File: src/rtl/note_sequencer.sv
// note_sequencer
//
// Record-and-playback scheduler that sits between the keyboard-decode stage
// and the note datapath. Notes keyed in by the user are captured into a small
// buffer; on request they are replayed in order, each one presented for a
// fixed sounding time followed by a fixed silent gap. This block is the only
// source of ld_note, so downstream logic only ever sees one note at a time.
//
// Ports:
//   clk         system clock
//   reset       synchronous, active-low reset
//   clear       pulse: empty the buffer and abort any playback
//   record      pulse: append note_in/octave_in while idle
//   play        pulse: replay the buffer from entry 0 while idle
//   note_in     note code to record (4'hF is a rest)
//   octave_in   octave to record
//   note_out    note presented to the datapath
//   octave_out  octave presented to the datapath
//   ld_note     one-cycle strobe whenever a new entry is presented
//   note_valid  high while a non-rest note should sound
//   busy        high for the whole playback
//   full        buffer holds DEPTH notes
//   count       number of stored notes
module note_sequencer #(
    parameter int DEPTH      = 16,
    parameter int NOTE_TICKS = 12_500_000,
    parameter int GAP_TICKS  = 2_500_000
) (
    input  logic                     clk,
    input  logic                     reset,
    input  logic                     clear,
    input  logic                     record,
    input  logic                     play,
    input  logic [3:0]               note_in,
    input  logic [1:0]               octave_in,
    output logic [3:0]               note_out,
    output logic [1:0]               octave_out,
    output logic                     ld_note,
    output logic                     note_valid,
    output logic                     busy,
    output logic                     full,
    output logic [$clog2(DEPTH):0]   count
);

    localparam int AW        = $clog2(DEPTH);
    localparam int CW        = AW + 1;
    localparam int MAX_TICKS = (NOTE_TICKS > GAP_TICKS) ? NOTE_TICKS : GAP_TICKS;
    localparam int TW        = (MAX_TICKS > 1) ? $clog2(MAX_TICKS) : 1;

    localparam logic [TW-1:0] NOTE_LAST = TW'(NOTE_TICKS - 1);
    localparam logic [TW-1:0] GAP_LAST  = TW'(GAP_TICKS - 1);
    localparam logic [CW-1:0] DEPTH_C   = CW'(DEPTH);
    localparam logic [3:0]    REST      = 4'hF;

    typedef enum logic [1:0] {
        IDLE = 2'd0,
        PLAY = 2'd1,
        GAP  = 2'd2
    } state_t;

    state_t          state, state_n;
    logic [5:0]      note_buf [DEPTH];
    logic [AW-1:0]   index, index_n, index_next;
    logic [CW-1:0]   index_plus;
    logic [TW-1:0]   tick, tick_n;
    logic [CW-1:0]   count_n;
    logic [3:0]      note_n;
    logic [1:0]      octave_n;
    logic            ld_n, valid_n, busy_n, full_n;
    logic            wr_en;

    assign index_next = index + 1'b1;
    assign index_plus = {1'b0, index} + CW'(1);

    // Next-state and next-output logic. Everything defaults to holding its
    // current value with ld_note low, then clear, play and record are
    // considered in priority order so at most one action happens per cycle.
    // A play in IDLE claims the cycle even if a record arrives alongside it.
    always_comb begin
        state_n  = state;
        count_n  = count;
        index_n  = index;
        tick_n   = tick;
        note_n   = note_out;
        octave_n = octave_out;
        ld_n     = 1'b0;
        valid_n  = note_valid;
        busy_n   = busy;
        wr_en    = 1'b0;

        if (clear) begin
            state_n  = IDLE;
            count_n  = '0;
            index_n  = '0;
            tick_n   = '0;
            note_n   = '0;
            octave_n = '0;
            valid_n  = 1'b0;
            busy_n   = 1'b0;
        end else begin
            case (state)
                IDLE: begin
                    if (play) begin
                        if (count != '0) begin
                            index_n  = '0;
                            tick_n   = '0;
                            note_n   = note_buf[0][3:0];
                            octave_n = note_buf[0][5:4];
                            ld_n     = 1'b1;
                            valid_n  = (note_buf[0][3:0] != REST);
                            busy_n   = 1'b1;
                            state_n  = PLAY;
                        end
                    end else if (record && (count < DEPTH_C)) begin
                        wr_en   = 1'b1;
                        count_n = count + CW'(1);
                    end
                end
                PLAY: begin
                    if (tick == NOTE_LAST) begin
                        tick_n  = '0;
                        valid_n = 1'b0;
                        state_n = GAP;
                    end else begin
                        tick_n = tick + TW'(1);
                    end
                end
                GAP: begin
                    if (tick == GAP_LAST) begin
                        tick_n = '0;
                        if (index_plus < count) begin
                            index_n  = index_next;
                            note_n   = note_buf[index_next][3:0];
                            octave_n = note_buf[index_next][5:4];
                            ld_n     = 1'b1;
                            valid_n  = (note_buf[index_next][3:0] != REST);
                            state_n  = PLAY;
                        end else begin
                            busy_n  = 1'b0;
                            state_n = IDLE;
                        end
                    end else begin
                        tick_n = tick + TW'(1);
                    end
                end
                default: begin
                    state_n = IDLE;
                    tick_n  = '0;
                    valid_n = 1'b0;
                    busy_n  = 1'b0;
                end
            endcase
        end

        full_n = (count_n == DEPTH_C);
    end

    // State and output registers. Every output comes straight from a flop;
    // full is computed from the next count so it rises together with count.
    always_ff @(posedge clk) begin
        if (!reset) begin
            state      <= IDLE;
            count      <= '0;
            index      <= '0;
            tick       <= '0;
            note_out   <= '0;
            octave_out <= '0;
            ld_note    <= 1'b0;
            note_valid <= 1'b0;
            busy       <= 1'b0;
            full       <= 1'b0;
        end else begin
            state      <= state_n;
            count      <= count_n;
            index      <= index_n;
            tick       <= tick_n;
            note_out   <= note_n;
            octave_out <= octave_n;
            ld_note    <= ld_n;
            note_valid <= valid_n;
            busy       <= busy_n;
            full       <= full_n;
        end
    end

    // Note storage. Contents are deliberately left alone by reset and clear:
    // only entries below count are ever read, so stale data is harmless.
    always_ff @(posedge clk) begin
        if (reset && wr_en) begin
            note_buf[count[AW-1:0]] <= {octave_in, note_in};
        end
    end

endmodule

File: config.mk
export PLATFORM = sky130hd
export DESIGN_NAME = note_sequencer
export DESIGN_NICKNAME = d
export VERILOG_FILES = /design/src/rtl/note_sequencer.sv
export SDC_FILE = /design/constraint.sdc
export NUM_CORES = 1
export LEC_CHECK = 0
export CAP_MARGIN = 5
export CORE_UTILIZATION = 50
export CTS_CLUSTER_DIAMETER = 100
export CTS_CLUSTER_SIZE = 24
export DETAILED_ROUTE_END_ITERATION = 10
export PLACE_DENSITY = 0.68
export SYNTH_ARGS = -nofsm -noshare
export SYNTH_HDL_FRONTEND = slang
export SYNTH_SLANG_ARGS = --single-unit
File: constraint.sdc
create_clock -name clk -period 5.87 [get_ports clk]
set_input_delay 1.174 -clock clk [delete_from_list [all_inputs] [get_ports clk]]
set_output_delay 1.174 -clock clk [all_outputs]
set_load 0.02 [all_outputs]
==> flow_summary.yaml, run 1 <==
logic_synthesis:
  yosysWarnings: 0
  postSynthNetCount: 488
  yosysUniqueCellTypes: 61
  syn_area_um2: 6290
  yosys-top-cells-area: "edfxtp_1, dfxtp_1, mux4_2"
  ys_seq_area_share_pct: 60.2
  synth.most_common_cell: "edfxtp_1"
  postSynthAreaPerCell_um2: 13.6
  synthTopCellsByCount: "edfxtp_1, nor2_1, dfxtp_1"
  synthFlopType: "edfxtp_1"
  postSynth.asyncResetShare_pct: 0
  synth_top_area_cell: "edfxtp_1"
  synth-seq-cells: 141
  synth_top_area_share_pct: 45.8
  synth_edf_count: 96
  syn_inst: 463
setup_path:
  criticalPathCategory: "in -> reg"
  cp.required_ps: 5920
  crit_arrival_ps: 3920
  endpoint_kind: "flop"
  path_cells: "clkdlybuf4s50_1 -> nand2b_1 -> nor4_1 -> nand2_1 -> nor3_1"
  worst_setup_path_start_kind: "input pin"
  cpPeakStageDelay_ps: 760
  path_buf_inv: 1
  worst-path-max-fanout: 19
  r2r-start: "index[0]"
  rr_worst_depth: 10
  crit_slowest_cell: "nor4_1"
  rrSetupSlack_ps: 2370
  worstReg2RegEnd: "note_valid"
  cpLargestDelayFamily: "simple AND/OR/NAND/NOR gates"
final_layout:
  antenna_cells: 0
  finish.net_count: 519
  fin_cells: 675
  design_area_um2: 7240
  area_growth_pct: 15.1
  drive_above_1_share_pct: 13.0
clocking:
  holdBufCountCts: 0
  cts_repair_resize_count: 0
  clk_path_buf_depth: 2
  insertion_delay_ps: 420
  cts-root-buf: "clkbuf_16"
  clkSinkCount: 141
  path_clk_slew_ps: 60
  cts_setup_buffers: 0
  cts_tree: "done"
  numCtsBuffers: 17
  cts_max_level: 4
worst_hold_path:
  hold_depth: 2
  hold_class: "reg -> reg"
  min_to: "tick[1]"
  worstHoldStart: "tick[1]"
sta:
  relSlewSlack_pct: 46.5
  worstMarginPinSlew_ps: 795
  maxSlewViolCount: 0
  rsz0062_at_grt: "no"
  max_freq_mhz: 259
  setup_viol: 0
  finClkSkew_ps: 10.1
  tns_ps: 0
  period_share_pct: 65.9
  hold_viol_final: 0
  setup_ws_ps: 2000
  min_period_ps: 3870
route:
  first_iter_violations: 284
  wire_per_inst_um: 19.8
  routed_wl_um: 13400
  routed_via_density: 5.73
  drc: 0
  vias: 3865
  detail-route-antenna-nets: 0
  first_pass_iters: 5
floorplanning:
  die-width_um: 114
  die_h_um: 114
  core_area_um2: 12100
  num_rows: 40
  die_area_um2: 13000
  io_pins: 26
  start_util_pct: 51.9
power_and_ir_drop:
  seq_power_share_pct: 50.6
  clkPwrFrac_pct: 47.2
  pwr_density_cell_nw_per_um2: 291
  intPower_mw: 1.63
  pwr-share-comb_pct: 2.2
  switchingPower_mw: 0.472
  p_leak_nw: 2.33
  p_sw_share_pct: 22.5
  ir_worst_vdd_mv: 0.189
  power_mw: 2.10
placed_design:
  gp_congestion: 0.808
  place_area_um2: 6690
  post-place-ws_ps: 1580
  placedCellCount: 643
  dp_hpwl_um: 9230
  port_buffers: 25
grt:
  antenna_found_initial: 0
  grt_pass1_wl_um: 20600
  grt_overflow_total: 0
  grt_pass1_vias: 3807
  track_usage_pct: 22.1
  grt_max_degree: 32
run_status:
  status: "complete, no violations"
run:
  maxCapViolCount: 0
stage by stage:
| stage | util (%) | hold WS (ps) |
|---|---|---|
| 6_report | 59.8 | 487 |
| 5_1_grt | 59.8 | 509 |
| 4_1_cts | 59.8 | 490 |
| 3_5_place_dp | 55.2 | 481 |
| 3_3_place_gp | 55.2 | 455 |
| 2_1_floorplan | - | 444 |
per-layer routing:
| layer | track usage (%) | vias to the layer above | wire [µm] |
|---|---|---|---|
| met5 | 0 | - | 0 |
| met3 | 6.93 | 16 | 989 |
| li1 | - | 1830 | - |
| met1 | 27.8 | 1874 | 5550 |
| met4 | 8.05 | 0 | 231 |
| met2 | 36.1 | 145 | 6630 |
cell type report:
type                            count  area [µm²]
Clock buffer                       17         425
Clock inverter                     15         126
Fill cell                         969        4870
Inverter                           13        51.3
Multi-Input combinational cell    293        2370
Sequential cell                   141        3780
Tap cell                          168         210
Timing Repair Buffer               28         273
power groups by stage:
stage          Sequential, mW  Clock [mW]  Combinational, mW
2_1_floorplan            1.09           0             0.0185
3_3_place_gp             1.09           0             0.0460
3_5_place_dp             1.09           0             0.0465
6_report                 1.06       0.992             0.0465
4_1_cts                  1.06        1.01             0.0467
5_1_grt                  1.06        1.05             0.0500
cell usage in the layout (no fill, tap or decap), types with 3 or more instances in the layout:
cell type        instances
a211oi_1                 3
a21oi_1                  8
a22oi_1                  3
a31oi_1                  5
and3_1                   4
and4_1                   4
buf_4                    3
clkbuf_16               17
clkdlybuf4s50_1         25
clkinvlp_4               3
dfxtp_1                 45
edfxtp_1                96
ha_1                    14
inv_1                   12
inv_6                    6
inv_8                    3
mux2_2                   4
mux2i_1                 11
mux4_1                   9
mux4_2                  16
nand2_1                 23
nand2b_1                 3
nand3_1                 12
nand4_1                 13
nand4b_1                 3
nor2_1                  63
nor2b_1                  5
nor3_1                  12
nor3b_1                  6
nor4_1                   4
o21ai_0                  8
o21ai_1                  3
xnor2_1                 10
xor2_1                  14
sequential cells by signal, indices dropped and copies added (netlist names):
signal      flops
full            1
octave_out      2
tick           24
count           5
note_out        4
index           4
ld_note         1
note_buf       96
note_valid      1
state           2
busy            1
worst reg2reg max path: stages, from the launching register on:
cell and delay (ps):
dfxtp_1 310, ha_1 250, xnor2_2 570, inv_4 180, ha_1 350, a21o_1 160
a31oi_1 200, o211ai_1 270, o31ai_2 750, o2111ai_1 250, o211ai_2 130
kinds of logic after synthesis:
logic type / share of synthesized area, %
multiplexers: 12.0
AO/OA/AOI/OAI: 5.35
flip-flops: 60.2
XOR/XNOR: 4.04
AND/OR/NAND/NOR: 13.5
adder cells (fa/ha/maj): 2.79
buffers and inverters: 2.17
worst max-delay path by stage:
| stage | start | endpoint | depth (start not counted) |
|---|---|---|---|
| floorplan | clear | note_buf[0][0] | 5 |
| global placement | clear | note_buf[2][0] | 5 |
| detailed placement | clear | note_buf[2][0] | 5 |
| CTS | clear | note_buf[1][0] | 5 |
| global route | clear | note_buf[1][0] | 5 |
| finish | clear | note_buf[1][0] | 5 |
Power figures use the tool's default switching activity.
==> run 2, diff against run 1 <==
- clock period: 5.87 -> 4 ns (I/O delays scaled with it)
==> flow_summary.yaml, run 2 (synthesis results as in run 1) <==
run_status:
  status: "complete, no violations"
route:
  vias: 3850
  detail-route-antenna-nets: 0
  drc: 0
  wire_per_inst_um: 19.4
  first_iter_violations: 347
  first_pass_iters: 5
  routed_wl_um: 13200
  routed_via_density: 5.66
setup_path:
  startpoint: "index[0]"
  worst-path-max-fanout: 31
  rrSetupSlack_ps: 660
  worst_setup_path_start_kind: "flop"
  criticalPathCategory: "reg -> reg"
  endpoint_kind: "flop"
  cp.required_ps: 4310
  crit_arrival_ps: 3650
  r2r-start: "index[0]"
sta:
  period_share_pct: 83.4
  max_freq_mhz: 300
  maxSlewViolCount: 0
  worstMarginPinSlew_ps: 750
  setup_viol: 0
  setup_ws_ps: 664
  relSlewSlack_pct: 49.7
  rsz0062_at_grt: "no"
  min_period_ps: 3340
  tns_ps: 0
  finClkSkew_ps: 14.7
  hold_viol_final: 0
power_and_ir_drop:
  pwr-share-comb_pct: 2.1
  seq_power_share_pct: 49.5
  clkPwrFrac_pct: 48.4
  p_leak_nw: 2.38
  switchingPower_mw: 0.656
  pwr_density_cell_nw_per_um2: 432
  p_sw_share_pct: 20.8
  power_mw: 3.16
  intPower_mw: 2.50
  ir_worst_vdd_mv: 0.459
clocking:
  cts-root-buf: "clkbuf_16"
  holdBufCountCts: 0
  numCtsBuffers: 17
  path_clk_slew_ps: 60
  cts_tree: "done"
  cts_setup_buffers: 0
  cts_max_level: 4
  clk_path_buf_depth: 2
  clkSinkCount: 141
  insertion_delay_ps: 430
  cts_repair_resize_count: 0
final_layout:
  layout_commonest_cell: "edfxtp_1"
  layout_common_cells: "edfxtp_1, nor2_1, dfxtp_1, clkdlybuf4s50_1, nand2_1"
  drive_above_1_share_pct: 13.5
  largest_reg_flops: 96
  antenna_cells: 0
  finish.net_count: 525
  area_growth_pct: 16.1
grt:
  grt_pass1_wl_um: 21000
  track_usage_pct: 22.3
  antenna_found_initial: 0
  grt_max_degree: 32
  grt_overflow_total: 0
  grt_pass1_vias: 3850
worst_hold_path:
  worstHoldStart: "tick[1]"
  hold_class: "reg -> reg"
floorplanning:
  core_area_um2: 12100
  die_area_um2: 13000
  die_h_um: 114
  io_pins: 26
  die-width_um: 114
  num_rows: 40
  start_util_pct: 51.9
run:
  maxCapViolCount: 0
placed_design:
  post-place-ws_ps: 680
  gp_congestion: 0.836
  dp_hpwl_um: 9140
  port_buffers: 25
==> run 2: cell types whose count changed in the layout (fill, tap and decap cells not counted) <==
cell        previous run  this run
inv_6                  6         4
inv_8                  3         0
bufinv_16              0         2
buf_4                  3         9
clkinvlp_4             3         1
clkinv_4               1         3
clkbuf_1               0         2
==> run 2: worst max-delay path, stage by stage (launching register included) <==
cell and delay, ps:
dfxtp_1 330, buf_4 410, nand3_1 270, xor2_4 250
inv_1 180, ha_1 220, a21oi_1 170, o211ai_1 240
o31ai_2 760, nor2_1 90, a211oi_1 280
==> run 2: worst paths after layout <==
kind | end | depth (start not counted)
worst max register to register | octave_out[1] | 10
worst min register to register | tick[1] | 2
worst min-delay path | tick[1] | 2
worst max-delay path | octave_out[1] | 10
==> run 2: power groups by stage <==
stage	combinational (mW)	clock, mW	sequential (mW)
2_1_floorplan	0.0271	0	1.59
3_3_place_gp	0.0669	0	1.59
3_5_place_dp	0.0679	0	1.59
4_1_cts	0.0682	1.55	1.56
5_1_grt	0.0734	1.61	1.56
6_report	0.0677	1.53	1.56
==> run 2: metal layers <==
layer	up-vias	global-route usage (%)	routed length, µm
met5	-	0	0
met4	0	8.48	205
met3	19	5.72	555
met2	84	36.3	6640
met1	1908	28.9	5770
li1	1839	-	-
==> run 2: cell type report <==
| cell class | instances | area (µm²) |
|---|---|---|
| well taps | 168 | 210 |
| multi-input cells | 293 | 2370 |
| inverters | 13 | 51.3 |
| flip-flops and latches | 141 | 3780 |
| clock buffers | 19 | 433 |
| clock inverters | 12 | 138 |
| fillers | 989 | 4810 |
| repair buffers | 34 | 318 |
==> run 2: through the flow <==
stage | utilization [%] | hold WS, ps | std cells | instance area, µm²
6_report | 60.3 | 466 | 680 | 7300
5_1_grt | 60.3 | 502 | 680 | 7300
4_1_cts | 60.3 | 472 | 680 | 7300
3_5_place_dp | 55.6 | 464 | 649 | 6730
3_3_place_gp | 55.6 | 454 | 649 | 6730
2_1_floorplan | - | 444 | 463 | 6290
==> run 3, diff against run 2 <==
- PLACE_DENSITY: 0.68 -> 0.7
- clock period: 4 -> 2.7 ns (I/O delays scaled with it)
==> flow_summary.yaml, run 3 (synthesis results as in run 1) <==
final_layout:
  area_growth_pct: 20.0
  design_area_um2: 7550
  layout_common_cells: "edfxtp_1, nor2_1, dfxtp_1, buf_4, clkdlybuf4s50_1"
  layout_commonest_cell: "edfxtp_1"
  antenna_cells: 0
  fin_cells: 707
  largest_reg_flops: 96
  finish.net_count: 551
  drive_above_1_share_pct: 18.6
worst_hold_path:
  hold_class: "reg -> reg"
  hold_depth: 2
sta:
  max_freq_mhz: 392
  maxSlewViolCount: 0
  setup_ws_ps: 148
  period_share_pct: 94.5
  hold_viol_final: 0
  relSlewSlack_pct: 58.8
  finClkSkew_ps: 9.97
  hold_ws_ps: 489
  worstMarginPinSlew_ps: 616
  min_period_ps: 2550
  setup_viol: 0
floorplanning:
  num_rows: 40
  io_pins: 26
  die_h_um: 114
  core_area_um2: 12100
  die-width_um: 114
  start_util_pct: 51.9
  die_area_um2: 13000
placed_design:
  place_area_um2: 6950
  post-place-ws_ps: 7.60
  dp_hpwl_um: 9070
  gp_congestion: 0.849
  placedCellCount: 673
  port_buffers: 25
grt:
  antenna_found_initial: 0
  grt_pass1_vias: 3806
  grt_max_degree: 32
  track_usage_pct: 21.8
  grt_pass1_wl_um: 20600
  grt_overflow_total: 0
route:
  first_pass_iters: 5
  vias: 3968
  wire_per_inst_um: 18.7
  first_iter_violations: 348
  routed_wl_um: 13200
  drc: 0
  detail-route-antenna-nets: 0
  routed_via_density: 5.61
clocking:
  insertion_delay_ps: 420
  numCtsBuffers: 17
  clkSinkCount: 141
  path_clk_slew_ps: 70
  cts_tree: "done"
  cts-root-buf: "clkbuf_16"
  clk_path_buf_depth: 2
  cts_max_level: 4
setup_path:
  path_depth: 10
  cpPeakStageDelay_ps: 420
  path_buf_inv: 1
  worst_setup_path_start_kind: "flop"
  endpoint_kind: "flop"
  crit_arrival_ps: 2860
  crit_slowest_cell: "dfxtp_2"
  worst-path-max-fanout: 5
  path_cells: "ha_4 -> xnor2_4 -> inv_4 -> ha_1 -> a21o_1 -> a31oi_1 -> o211ai_1 -> nor3_2 -> a21oi_1 -> a311oi_1"
  cpLargestDelayFamily: "compound AO/OA/AOI/OAI gates"
  cp.required_ps: 3010
  criticalPathCategory: "reg -> reg"
  rr_worst_depth: 10
run_status:
  status: "complete, no violations"
run:
  maxCapViolCount: 0
power_and_ir_drop:
  pwr_density_cell_nw_per_um2: 607
  ir_worst_vdd_mv: 0.582
  p_leak_nw: 2.52
==> run 3: changes by cell type in the layout (fill, tap and decap cells not counted), sizes merged <==
cell	change
buf	+25
inv	+6
bufinv	-2
clkinvlp	-1
clkinv	-1
==> run 3: area by class of cell <==
class                           count  area (µm²)
Tap cell                          168         210
Multi-Input combinational cell    293        2390
Timing Repair Buffer               60         556
Clock inverter                     14         123
Fill cell                         953        4570
Clock buffer                       18         429
Sequential cell                   141        3780
Inverter                           13        51.3
==> run 3: routing by layer <==
layer	part of all wire, %	GRT usage, %
met4	1.4	7.88
met3	4.2	5.24
met1	43	28.0
met2	51	36.2
met5	0	0
==> run 3: path summary, 6_finish.rpt <==
| path | start | endpoint | slack, ps |
|---|---|---|---|
| setup reg to reg | index[0] | index[2] | 150 |
| hold / removal | tick[1] | tick[1] | 490 |
| hold reg to reg | tick[1] | tick[1] | 490 |
| setup / recovery | index[0] | index[2] | 150 |
==> run 3: power breakdown <==
part | leakage [nW] | internal (mW) | switching, mW
sequential | 1.23 | 2.31 | 0.00318
clock | 0.277 | 1.21 | 0.951
combinational | 1.02 | 0.0391 | 0.0661
==> run 3: timing repair <==
| item | in CTS | in global routing |
|---|---|---|
| hold buffers | 0 | 0 |
| setup endpoints to repair | 1 | 10 |
| cloned | 0 | 1 |
| pin swaps | 0 | 4 |
| buffers inserted | 0 | 1 |
| gates resized for setup | 1 | 2 |
==> run 3: per-stage QoR <==
step           util, %  power, mW  setup TNS (ps)
3_3_place_gp      57.4       2.46               0
3_5_place_dp      57.4       2.46               0
5_1_grt           62.3       4.73           -18.5
4_1_cts           61.9       4.61               0
6_report          62.3       4.58               0
2_1_floorplan        -       2.40               0
==> run 3: tightest hold or removal path, stage by stage, from the launching register on <==
cell     delay (ps)
dfxtp_1         330
nand2_1          60
a21oi_1          50
